<file path="src/rtl/seg_scan_ctrl.sv">
// ----------------------------------------------------------------------------
// seg_scan_ctrl
//
// Time-multiplexing scan controller for a 4-digit 7-segment display.
// Each digit slot lasts BLANK_CYCLES + DWELL_CYCLES clocks:
//   BLANK : all digits off (anti-ghosting gap); brightness is sampled on the
//           last BLANK cycle.
//   ON    : the scanned digit is enabled for (brightness + 1) * DWELL_CYCLES/16
//           clocks.
//   DARK  : all digits off for the rest of the dwell (skipped at full
//           brightness).
// Digits are scanned 0,1,2,3. A new value/dots pair is accepted over a
// valid/ready handshake. It is held as pending and copied to the displayed
// ("active") value only at the frame boundary, which is the last cycle of
// digit 3. A transfer that lands exactly on the boundary cycle goes straight
// into the active value.
//
// Parameters
//   DWELL_CYCLES : per-digit dwell after the gap (multiple of 16, >= 16)
//   BLANK_CYCLES : per-digit gap with all digits off (>= 1)
//
// Ports
//   CLK         system clock
//   RST_N       asynchronous active-low reset
//   upd_valid   new display value offered
//   upd_ready   controller can accept a value (= no value pending)
//   upd_value   display value; digit 0 = [15:12], digit 3 = [3:0]
//   upd_dots    dot enables; bit i = digit i
//   brightness  0 = dimmest, 15 = full
//   nibble      nibble of the scanned digit, to the hex decoder
//   dot         dot flag of the scanned digit
//   digit_idx   index of the scanned digit
//   dig_en      one-hot digit enable; all zero while blanking or dark
//   frame_tick  high for the single boundary cycle of each frame
// ----------------------------------------------------------------------------
module seg_scan_ctrl #(
    parameter int DWELL_CYCLES = 4000,
    parameter int BLANK_CYCLES = 64
) (
    input  logic        CLK,
    input  logic        RST_N,
    input  logic        upd_valid,
    output logic        upd_ready,
    input  logic [15:0] upd_value,
    input  logic [3:0]  upd_dots,
    input  logic [3:0]  brightness,
    output logic [3:0]  nibble,
    output logic        dot,
    output logic [1:0]  digit_idx,
    output logic [3:0]  dig_en,
    output logic        frame_tick
);

    // One position counter spans the whole digit slot, so the slot length is
    // fixed regardless of brightness and the state thresholds fall out of it.
    localparam int PERIOD = BLANK_CYCLES + DWELL_CYCLES;
    localparam int PW     = $clog2(PERIOD);

    localparam logic [PW-1:0] BLANK_LEN    = PW'(BLANK_CYCLES);
    localparam logic [PW-1:0] LAST_BLANK   = PW'(BLANK_CYCLES - 1);
    localparam logic [PW-1:0] DWELL_LEN    = PW'(DWELL_CYCLES);
    localparam logic [PW-1:0] SLICE        = PW'(DWELL_CYCLES / 16);
    localparam logic [PW-1:0] LAST_POS     = PW'(PERIOD - 1);
    localparam logic [PW-1:0] PRE_LAST_POS = PW'(PERIOD - 2);

    typedef enum logic [1:0] {
        ST_BLANK,
        ST_ON,
        ST_DARK
    } state_t;

    state_t         state;
    logic [PW-1:0]  pos;          // cycle within the current digit slot
    logic [PW-1:0]  on_len;       // on-window length latched at the sample point
    logic [15:0]    active_value;
    logic [3:0]     active_dots;
    logic           pending;
    logic [15:0]    pend_value;
    logic [3:0]     pend_dots;

    logic           digit_done;
    logic           boundary;
    logic           transfer;
    logic [1:0]     idx_next;
    logic [15:0]    value_next;
    logic [3:0]     dots_next;
    logic           pending_next;
    logic [PW-1:0]  on_end;
    logic [3:0]     nibble_next;
    logic           dot_next;

    // NOTE: every signal gets a default at the top of always_comb so no path
    // leaves it unassigned, which would otherwise infer a latch.
    always_comb begin
        digit_done   = (pos == LAST_POS);
        boundary     = digit_done && (digit_idx == 2'd3);
        transfer     = upd_valid && upd_ready;
        idx_next     = digit_done ? digit_idx + 2'd1 : digit_idx;
        on_end       = BLANK_LEN + on_len - PW'(1);
        value_next   = active_value;
        dots_next    = active_dots;
        pending_next = pending;

        if (boundary) begin
            pending_next = 1'b0;
            if (pending) begin
                value_next = pend_value;
                dots_next  = pend_dots;
            end else if (transfer) begin
                // Offer landing on the boundary bypasses the pending stage.
                value_next = upd_value;
                dots_next  = upd_dots;
            end
        end else if (transfer) begin
            pending_next = 1'b1;
        end

        // Nibble/dot are registered from the post-edge index and value so
        // they always line up with digit_idx in the same cycle.
        nibble_next = 4'(value_next >> {~idx_next, 2'b00});
        dot_next    = dots_next[idx_next];
    end

    // NOTE: the pending payload has no reset; it is only ever read while the
    // pending flag (which is reset) says it holds a captured value.
    always_ff @(posedge CLK) begin
        if (transfer && !boundary) begin
            pend_value <= upd_value;
            pend_dots  <= upd_dots;
        end
    end

    // NOTE: sequential state uses non-blocking assignments only, so every
    // right-hand side here sees the pre-edge values.
    always_ff @(posedge CLK or negedge RST_N) begin
        if (!RST_N) begin
            state        <= ST_BLANK;
            pos          <= '0;
            on_len       <= '0;
            digit_idx    <= 2'd0;
            active_value <= 16'h0000;
            active_dots  <= 4'b0000;
            pending      <= 1'b0;
            upd_ready    <= 1'b1;
            dig_en       <= 4'b0000;
            nibble       <= 4'h0;
            dot          <= 1'b0;
            frame_tick   <= 1'b0;
        end else begin
            pos          <= digit_done ? '0 : pos + PW'(1);
            digit_idx    <= idx_next;
            active_value <= value_next;
            active_dots  <= dots_next;
            pending      <= pending_next;
            upd_ready    <= !pending_next;
            nibble       <= nibble_next;
            dot          <= dot_next;
            // Raised one cycle ahead so it is high during the boundary cycle.
            frame_tick   <= (digit_idx == 2'd3) && (pos == PRE_LAST_POS);

            case (state)
                ST_BLANK: begin
                    if (pos == LAST_BLANK) begin
                        on_len <= (PW'(brightness) + PW'(1)) * SLICE;
                        state  <= ST_ON;
                        dig_en <= 4'b0001 << digit_idx;
                    end
                end
                ST_ON: begin
                    if (pos == on_end) begin
                        dig_en <= 4'b0000;
                        state  <= (on_len == DWELL_LEN) ? ST_BLANK : ST_DARK;
                    end
                end
                ST_DARK: begin
                    if (digit_done) begin
                        state <= ST_BLANK;
                    end
                end
                default: begin
                    state  <= ST_BLANK;
                    dig_en <= 4'b0000;
                end
            endcase
        end
    end

endmodule

</file>
<file path="config.mk">
export PLATFORM = sky130hd
export DESIGN_NAME = seg_scan_ctrl
export DESIGN_NICKNAME = d
export VERILOG_FILES = /design/src/rtl/seg_scan_ctrl.sv
export SDC_FILE = /design/constraint.sdc
export NUM_CORES = 1
export LEC_CHECK = 0
export BUFFER_PORTS_ARGS = -buffer_cell sky130_fd_sc_hd__buf_2
export CORE_MARGIN = 4
export CORE_UTILIZATION = 50
export CTS_BUF_LIST = sky130_fd_sc_hd__clkbuf_8
export DETAILED_ROUTE_END_ITERATION = 10
export HOLD_SLACK_MARGIN = 0.15
export PLACE_DENSITY_LB_ADDON = 0.2
export SYNTH_ARGS = -nofsm -noshare
export SYNTH_HDL_FRONTEND = slang
export SYNTH_SLANG_ARGS = --single-unit
export TNS_END_PERCENT = 5
</file>
<file path="constraint.sdc">
create_clock -name CLK -period 4.2 [get_ports CLK]
set_input_delay 0.21 -clock CLK [delete_from_list [all_inputs] [get_ports CLK]]
set_output_delay 0.21 -clock CLK [all_outputs]
set_load 0.005 [all_outputs]
</file>
Word-level counts from Yosys, hierarchy flattened
Index checks and enable logic that the tools add are counted.
{"block": "classes", "addsub": 5, "n_eq_ne": 11, "shifts": 2, "n_reduce_logical": 10, "n_bitwise": 2, "magnitude_cmp": 1, "n_mul": 1, "mux": 20}
{"op": "2-to-1 mux 16 bit", "count": 3}
{"op": "== test 12 bit (second input constant)", "count": 2}
{"op": "2-to-1 mux 4 bit", "count": 5}
{"op": "right shift 16 x 4 -> 4 bit", "count": 1}
{"op": "adder 12 x 1 -> 12 bit (second input constant)", "count": 1}
{"op": "adder 7 x 12 -> 12 bit (first input constant)", "count": 1}
{"op": "== test 12 bit", "count": 1}
{"op": "== test 12 x 6 -> 1 bit (second input constant)", "count": 1}
{"op": "2-to-1 mux 12 bit", "count": 1}
{"op": "one-hot mux 4 bit (3 select lines)", "count": 1}
{"op": "subtractor 12 x 1 -> 12 bit (second input constant)", "count": 1}
{"op": "== test 11 bit (second input constant)", "count": 1}
{"op": "multiplier 5 x 7 -> 11 bit (second input constant)", "count": 1}
{"op": "2-to-1 mux 2 bit", "count": 5}
{"op": "inequality test 2 bit (second input constant)", "count": 3}
{"op": "one-hot mux 2 bit (3 select lines)", "count": 1}
{"op": "AND reduction 3 bit", "count": 2}
{"op": "adder 4 x 1 -> 5 bit (second input constant)", "count": 1}
{"op": "== test 2 bit (second input constant)", "count": 2}
{"op": "logical AND 1 bit", "count": 4}
{"op": "<< shifter 1 x 2 -> 4 bit (first input constant)", "count": 1}
{"op": "less-than comparator 2 x 3 -> 1 bit (second input constant)", "count": 1}
{"op": "2-to-1 mux 1 bit", "count": 3}
{"op": "adder 2 x 1 -> 2 bit (second input constant)", "count": 1}
{"op": "other kinds (7)", "count": 8}
{"block": "totals", "regBits": 79, "in_bits": 27, "word_cells": 66}

Logic depth before layout (Yosys ltp)
Gate-level depths: netlist of run 1.
{"block": "logic_depth", "ltp_word": 6, "depth_mapped": 15, "ltp_nobuf": 15}

Worst setup path after synthesis of run 1
No wires, ideal clock.
{"block": "synth_path", "kind": "input -> register", "from": "input brightness[0]", "to": "register on_len[11]", "setup_time_ns": 0.129, "setup_slack_ns": 0.511, "stages": 15, "arrival_ns": 3.561, "path_buffers": 0, "cell_sequence": "ha_1 xor2_1 inv_1 fa_1 inv_1 fa_1 inv_1 fa_1 inv_1 ha_1 nand2_1 o21ai_0 o41ai_1 xnor2_1 o21ai_0"}
{"block": "synth_via", "elab_chain_cells": 2}
{"item": "from (decl)", "line": "46", "source": "input logic [3:0] brightness,"}
{"item": "adder 4 x 1 -> 5 bit", "line": "164", "source": "on_len <= (PW'(brightness) + PW'(1)) * SLICE;"}
{"item": "multiplier 5 x 7 -> 11 bit", "line": "164"}
{"item": "to (signal assigned)", "line": "164"}
{"item": "to (decl)", "line": "74", "source": "logic [PW-1:0] on_len;"}
No other way between the ends.
A chain may end at the register's enable or synchronous reset.

Worst setup path in the final report of run 1
Same ends and word-level chain as after synthesis.

==> results of run 1 <==
[per-stage QoR]
stage | total power [W] | worst slack [ns] | utilization | instance area (um2)
after floorplan | 0.00107 | 0.511 | - | 4350
after global placement | 0.00115 | 0.367 | 0.557 | 4650
after detailed placement | 0.00116 | 0.227 | 0.557 | 4650
after CTS | 0.00172 | 0.626 | 0.605 | 5050
after global routing | 0.00180 | 0.341 | 0.605 | 5050
final | 0.00170 | 0.625 | 0.605 | 5050
[synth_stat cells, drive strengths merged]
master | n | area, um2
fa | 10 | 200
o21bai | 1 | 7.51
dfstp | 1 | 26.3
ha | 25 | 313
o41ai | 1 | 8.76
nor3b | 1 | 7.51
nor2 | 40 | 150
clkbuf | 7 | 27.5
a21o | 4 | 30.0
buf | 8 | 42.5
o21ai | 16 | 80.1
a21oi | 26 | 130
or3 | 2 | 12.5
inv | 35 | 131
edfxtp | 20 | 601
o22ai | 4 | 25.0
a31oi | 1 | 6.26
o211ai | 3 | 27.5
nand3 | 9 | 45.0
nand3b | 1 | 7.51
and3 | 1 | 6.26
or2 | 1 | 6.26
o21ba | 1 | 10.0
nor4 | 3 | 33.8
nor4b | 1 | 8.76
nor3 | 5 | 25.0
o311ai | 1 | 8.76
nor2b | 2 | 12.5
xor2 | 15 | 131
mux4 | 5 | 113
a41oi | 1 | 8.76
mux2i | 25 | 250
nand2 | 34 | 128
a31o | 1 | 8.76
or4 | 3 | 26.3
mux2 | 1 | 11.3
xnor2 | 19 | 166
a221oi | 1 | 8.76
dfrtp | 58 | 1450
a211oi | 1 | 12.5
nand4 | 4 | 25.0
and3b | 1 | 8.76
nand4b | 1 | 8.76
[worst max-delay path, cell delays in order]
cell	delay [ns]
buf_2	0.21
ha_1	0.24
xor2_1	0.20
inv_1	0.11
fa_1	0.54
inv_1	0.11
fa_1	0.51
inv_1	0.05
fa_1	0.49
inv_1	0.04
ha_1	0.32
nand2_1	0.07
o21ai_0	0.10
o41ai_1	0.35
xnor2_1	0.16
o21ai_0	0.08
[sequential cells by signal, summed over array words and instances (netlist names), 2 cells and up]
| register | count |
|---|---|
| active_value | 16 |
| pend_value | 16 |
| pos | 12 |
| on_len | 11 |
| active_dots | 4 |
| dig_en | 4 |
| nibble | 4 |
| pend_dots | 4 |
| digit_idx | 2 |
| state | 2 |
[where the power goes]
part / internal (W) / total (W) / switching [W]
clock: 0.000270 / 0.000542 / 0.000272
sequential: 0.000798 / 0.000800 / 0.00000230
combinational: 0.000163 / 0.000357 / 0.000194
total: 0.00123 / 0.00170 / 0.000468
[cells by family (layout without fill, tap and decap cells)]
| group | count (synthesis) | after routing | share of synthesized area |
|---|---|---|---|
| buf+inv | 50 | 116 | 0.0463 |
| simple gates | 109 | 109 | 0.118 |
| compound gates | 62 | 62 | 0.0857 |
| mux | 31 | 31 | 0.0860 |
| fa+ha+maj | 35 | 35 | 0.118 |
| xor+xnor | 34 | 34 | 0.0685 |
| flops | 79 | 79 | 0.478 |
[path summary, 6_finish.rpt]
check	from	to	slack (ns)	depth (start not counted)
setup reg to reg	pos[0]$_DFF_PN0_	dot$_DFF_PN0_	1.49	8
min in group asynchronous	RST_N	active_value[8]$_DFF_PN0_	0.33	2
hold reg to reg	pos[0]$_DFF_PN0_	pos[0]$_DFF_PN0_	0.55	1
hold / removal	upd_valid	upd_ready$_DFF_PN1_	0.20	3
setup / recovery	brightness[0]	on_len[11]$_DFFE_PN0P_	0.62	16
max in group asynchronous	RST_N	upd_ready$_DFF_PN1_	2.98	3
[metal layers]
metal	up-vias	global-route usage	share of wire
li1	1491	-	-
met1	1413	0.224	0.45
met2	42	0.304	0.51
met3	9	0.0386	0.037
met4	0	0.0399	0.0083
met5	-	0	0
[cell type report]
cell class	instances	area, um2
repair buffers	65	443
inverters	35	131
multi-input cells	271	2070
well taps	105	131
fillers	709	3290
flip-flops and latches	79	2080
clock buffers	9	124
clock inverters	7	66.3
==> qor.csv, run 1 <==
stage;metric;value;unit
synth;syn_area;4350;um2
grt;grt_max_degree;41;
clock_tree;clock-sinks;79;
finish;drive_gt1_frac;0.155;
critical_path;critPathKind;in2reg;
clock_tree;numCtsBuffers;9;
grt;grt_usage;0.175;
grt;antenna_found_initial;0;
placement;port-buffer-count;39;
drt;wl_per_cell;14.6;um
finish;final_nets;523;
sta;report.final.slew_viol_count;0;
finish;final_cell_mix;dfrtp_1 (58), nor2_1 (40), buf_2 (39), inv_1 (36), nand2_1 (34);
critical_path;critPathLaunchType;input port;
sta;whs;0.199;ns
drt;drt_iter0_markers;91;
clock_tree;clock_latency;0.35;ns
placement;dp_hpwl;6110;um
clock_tree;cts.htree.levels;3;
clock_tree;path_clk_slew;0.08;ns
grt;grt_pass1_vias;3014;
sta;hold_viol;0;
synth;synth.net_count;462;
sta;slew_headroom;0.242;
synth;synth_seq_cells;79;
clock_tree;cts_tree;yes;
grt;grt.overflow.total;0;
drt;routed_wl;8320;um
drt;firstDrtPassIters;4;
drt;vias_per_cell;5.18;
drt;num_vias;2955;
synth;ys_warn_count;0;
floorplan;die_area;10300;um2
power;powerDensity;337;nW/um2
sta;max_slew.worst_pin.slew;1.14;ns
synth;seq_area_frac_synth;0.478;
clock_tree;post_cts_resized;0;
finish;diodes;0;
placement;gp_congestion;0.819;
floorplan;start_util;0.521;
drt;ant_nets;0;
synth;yosysUniqueCellTypes;48;
finish;fin_cells;571;
sta;max_clock_freq;0.280;GHz
grt;grt_pass1_wl;14200;um
synth;synth.avg_cell_area;10.9;um2
sta;tns;0;ns
finish;final_common_cell;dfrtp_1;
power;cellLeakagePower;2.52;nW
floorplan;core_area;8340;um2
sta;min_period_over_period;0.851;
critical_path;cp-end-kind;flip-flop;
power;peakVddDrop;0.000163;V
sta;setup_violations;0;
sta;rsz0062_at_grt;no;
critical_path;cp_max_fo;8;
drt;drcViolationCount;0;
floorplan;die_h;101;um
clock_tree;cts.path.max_buffers;2;
critical_path;required;4.43;ns
status;status;completed;
sta;skew;0.0155;ns
placement;dp.cells;534;
finish;syn2layout_area_growth;16.1;%
floorplan;num_rows;33;
floorplan;die_x;101;um
job;maxCapViolations;0;
clock_tree;cts_root_buf;clkbuf_8;
clock_tree;hold_buffers;21;
critical_path;cp.arrival;3.80;ns
worst_hold_path;min_path_type;in2reg;
clock_tree;post_cts_buffers;0;
sta;fin_crit;3.58;ns
synth;syn_inst;400;
floorplan;num_io_pins;40;
No activity file was read; power rests on OpenSTA's default activity.
==> run 2: changes to the inputs <==
- PLACE_DENSITY: unset -> 0.69
- PLACE_DENSITY_LB_ADDON: 0.2 -> unset
==> qor.csv, run 2 (same netlist as run 1, synthesis figures left out) <==
stage;metric;value;unit;change
status;status;completed;;unchanged
drt;routed_wl;8370;um;was 8320 um
placement;port-buffer-count;39;;unchanged
drt;vias_per_cell;5.26;;was 5.18
power;cellLeakagePower;2.53;nW;was 2.52 nW
clock_tree;cts_root_buf;clkbuf_8;;unchanged
power;swShare;0.283;;was 0.276
finish;final_nets;523;;unchanged
floorplan;num_io_pins;40;;unchanged
floorplan;die_x;101;um;unchanged
critical_path;critPathLaunchType;input port;;unchanged
critical_path;critPathKind;in2reg;;unchanged
grt;grt_pass1_vias;3076;;was 3014
power;combPwrFrac;0.207;;was 0.210
floorplan;die_area;10300;um2;unchanged
drt;firstDrtPassIters;4;;unchanged
critical_path;cp_max_fo;8;;unchanged
power;pwr-share-clk;0.332;;was 0.319
critical_path;cp.arrival;3.80;ns;about the same
clock_tree;clock_latency;0.35;ns;about the same
finish;syn2layout_area_growth;16.4;%;was 16.1%
floorplan;die_h;101;um;unchanged
power;peakVddDrop;0.000195;V;was 0.000163 V
drt;drt_iter0_markers;99;;was 91
power;powerDensity;343;nW/um2;was 337 nW/um2
floorplan;start_util;0.521;;unchanged
sta;report.final.slew_viol_count;0;;unchanged
clock_tree;cts.path.max_buffers;2;;unchanged
drt;drcViolationCount;0;;unchanged
finish;drive_gt1_frac;0.159;;was 0.155
clock_tree;post_cts_resized;0;;unchanged
sta;max_clock_freq;0.281;GHz;was 0.280 GHz
finish;biggestRegsByFlops;active_value: 16 flops, pend_value: 16 flops, pos: 12 flops;;unchanged
drt;num_vias;3002;;was 2955
placement;preCtsSetupSlack;0.232;ns;was 0.227 ns
grt;grt_max_degree;60;;was 41
clock_tree;clock-sinks;79;;unchanged
power;power_frac_seq;0.461;;was 0.471
clock_tree;path_clk_slew;0.09;ns;was 0.08 ns
sta;setup_violations;0;;unchanged
power;p_int;0.00124;W;was 0.00123 W
grt;grt_pass1_wl;14200;um;about the same
sta;hold_viol;0;;unchanged
drt;wl_per_cell;14.7;um;was 14.6 um
floorplan;num_rows;33;;unchanged
critical_path;required;4.44;ns;was 4.43 ns
clock_tree;numCtsBuffers;9;;unchanged
sta;min_period_over_period;0.848;;was 0.851
finish;final_cell_mix;dfrtp_1 (58), nor2_1 (40), buf_2 (39), inv_1 (35), nand2_1 (34);;was dfrtp_1 (58), nor2_1 (40), buf_2 (39), inv_1 (36), nand2_1 (34)
sta;skew;0.0113;ns;was 0.0155 ns
sta;slew_headroom;0.227;;was 0.242
placement;dp_hpwl;6170;um;was 6110 um
floorplan;core_area;8340;um2;unchanged
sta;rsz0062_at_grt;no;;unchanged
finish;final_common_cell;dfrtp_1;;unchanged
sta;fin_crit;3.56;ns;was 3.58 ns
finish;diodes;0;;unchanged
critical_path;cp-end-kind;flip-flop;;unchanged
clock_tree;cts.htree.levels;3;;unchanged
power;netSwitchingPower;0.000491;W;was 0.000468 W
sta;tns;0;ns;unchanged
drt;ant_nets;0;;unchanged
worst_hold_path;min_path_type;in2reg;;unchanged
grt;antenna_found_initial;0;;unchanged
grt;grt.overflow.total;0;;unchanged
placement;gp_congestion;0.819;;about the same
sta;setup_ws;0.640;ns;was 0.625 ns
job;maxCapViolations;0;;unchanged
grt;grt_usage;0.175;;about the same
sta;max_slew.worst_pin.slew;1.16;ns;was 1.14 ns
clock_tree;cts_tree;yes;;unchanged
==> run 2: cell count changes in the layout (fill, tap and decap cells not counted), sizes merged <==
cell,previous run,this run
clkinvlp,2,1
inv,36,37
==> run 2: per-layer routing <==
layer | share of wire | up-vias | global-route usage | routed length, um
met5 | 0 | - | 0 | 0
met4 | 0.011 | 0 | 0.0368 | 91
met3 | 0.030 | 9 | 0.0434 | 255
met2 | 0.52 | 37 | 0.312 | 4310
met1 | 0.44 | 1463 | 0.215 | 3710
li1 | - | 1493 | - | -
==> run 2: repair_timing <==
item,CTS,global route
endpoints found under the hold margin,78,0
hold buffers,21,0
setup buffers,0,0
==> run 2: area by class of cell <==
| class | instances | area [um2] |
|---|---|---|
| clock inverters | 7 | 80.1 |
| flip-flops and latches | 79 | 2080 |
| repair buffers | 65 | 443 |
| clock buffers | 9 | 124 |
| multi-input cells | 271 | 2070 |
| well taps | 105 | 131 |
| fillers | 709 | 3280 |
| inverters | 35 | 131 |
==> run 2: through the flow <==
step / area [um2] / hold slack, ns / total power, W / std cells / utilization
floorplan: 4350 / -0.0856 / 0.00107 / 400 / -
detailed placement: 4650 / 0.403 / 0.00116 / 534 / 0.557
CTS: 5060 / 0.174 / 0.00176 / 571 / 0.607
finish: 5060 / 0.189 / 0.00173 / 571 / 0.607
global route: 5060 / 0.212 / 0.00184 / 571 / 0.607
global placement: 4650 / 0.401 / 0.00115 / 534 / 0.557
==> run 2: worst max-delay path, stage by stage <==
cell and delay, ns:
buf_2 0.20, ha_1 0.24, xor2_1 0.20, inv_1 0.11, fa_1 0.54, inv_1 0.11, fa_1 0.51, inv_1 0.05
fa_1 0.50, inv_1 0.04, ha_1 0.33, nand2_1 0.08, o21ai_0 0.09, o41ai_1 0.36, xnor2_1 0.16, o21ai_0 0.08
==> run 2: path summary, 6_finish.rpt <==
path	to	slack (ns)	startpoint	cells past startpoint
max	on_len[11]$_DFFE_PN0P_	0.64	brightness[0]	16
min	upd_ready$_DFF_PN1_	0.19	upd_valid	3
max reg2reg	nibble[1]$_DFF_PN0_	1.45	pos[0]$_DFF_PN0_	8
min reg2reg	pos[0]$_DFF_PN0_	0.55	pos[0]$_DFF_PN0_	1
max in group asynchronous	pos[3]$_DFF_PN0_	3.16	RST_N	3
min in group asynchronous	active_value[10]$_DFF_PN0_	0.53	RST_N	3
==> run 2: power groups by stage <==
stage / Combinational [W] / Clock (W) / Sequential, W
global route: 0.000411 / 0.000627 / 0.000801
detailed placement: 0.000347 / 0 / 0.000816
CTS: 0.000365 / 0.000595 / 0.000800
global placement: 0.000332 / 0 / 0.000816
finish: 0.000358 / 0.000576 / 0.000800
floorplan: 0.000258 / 0 / 0.000816
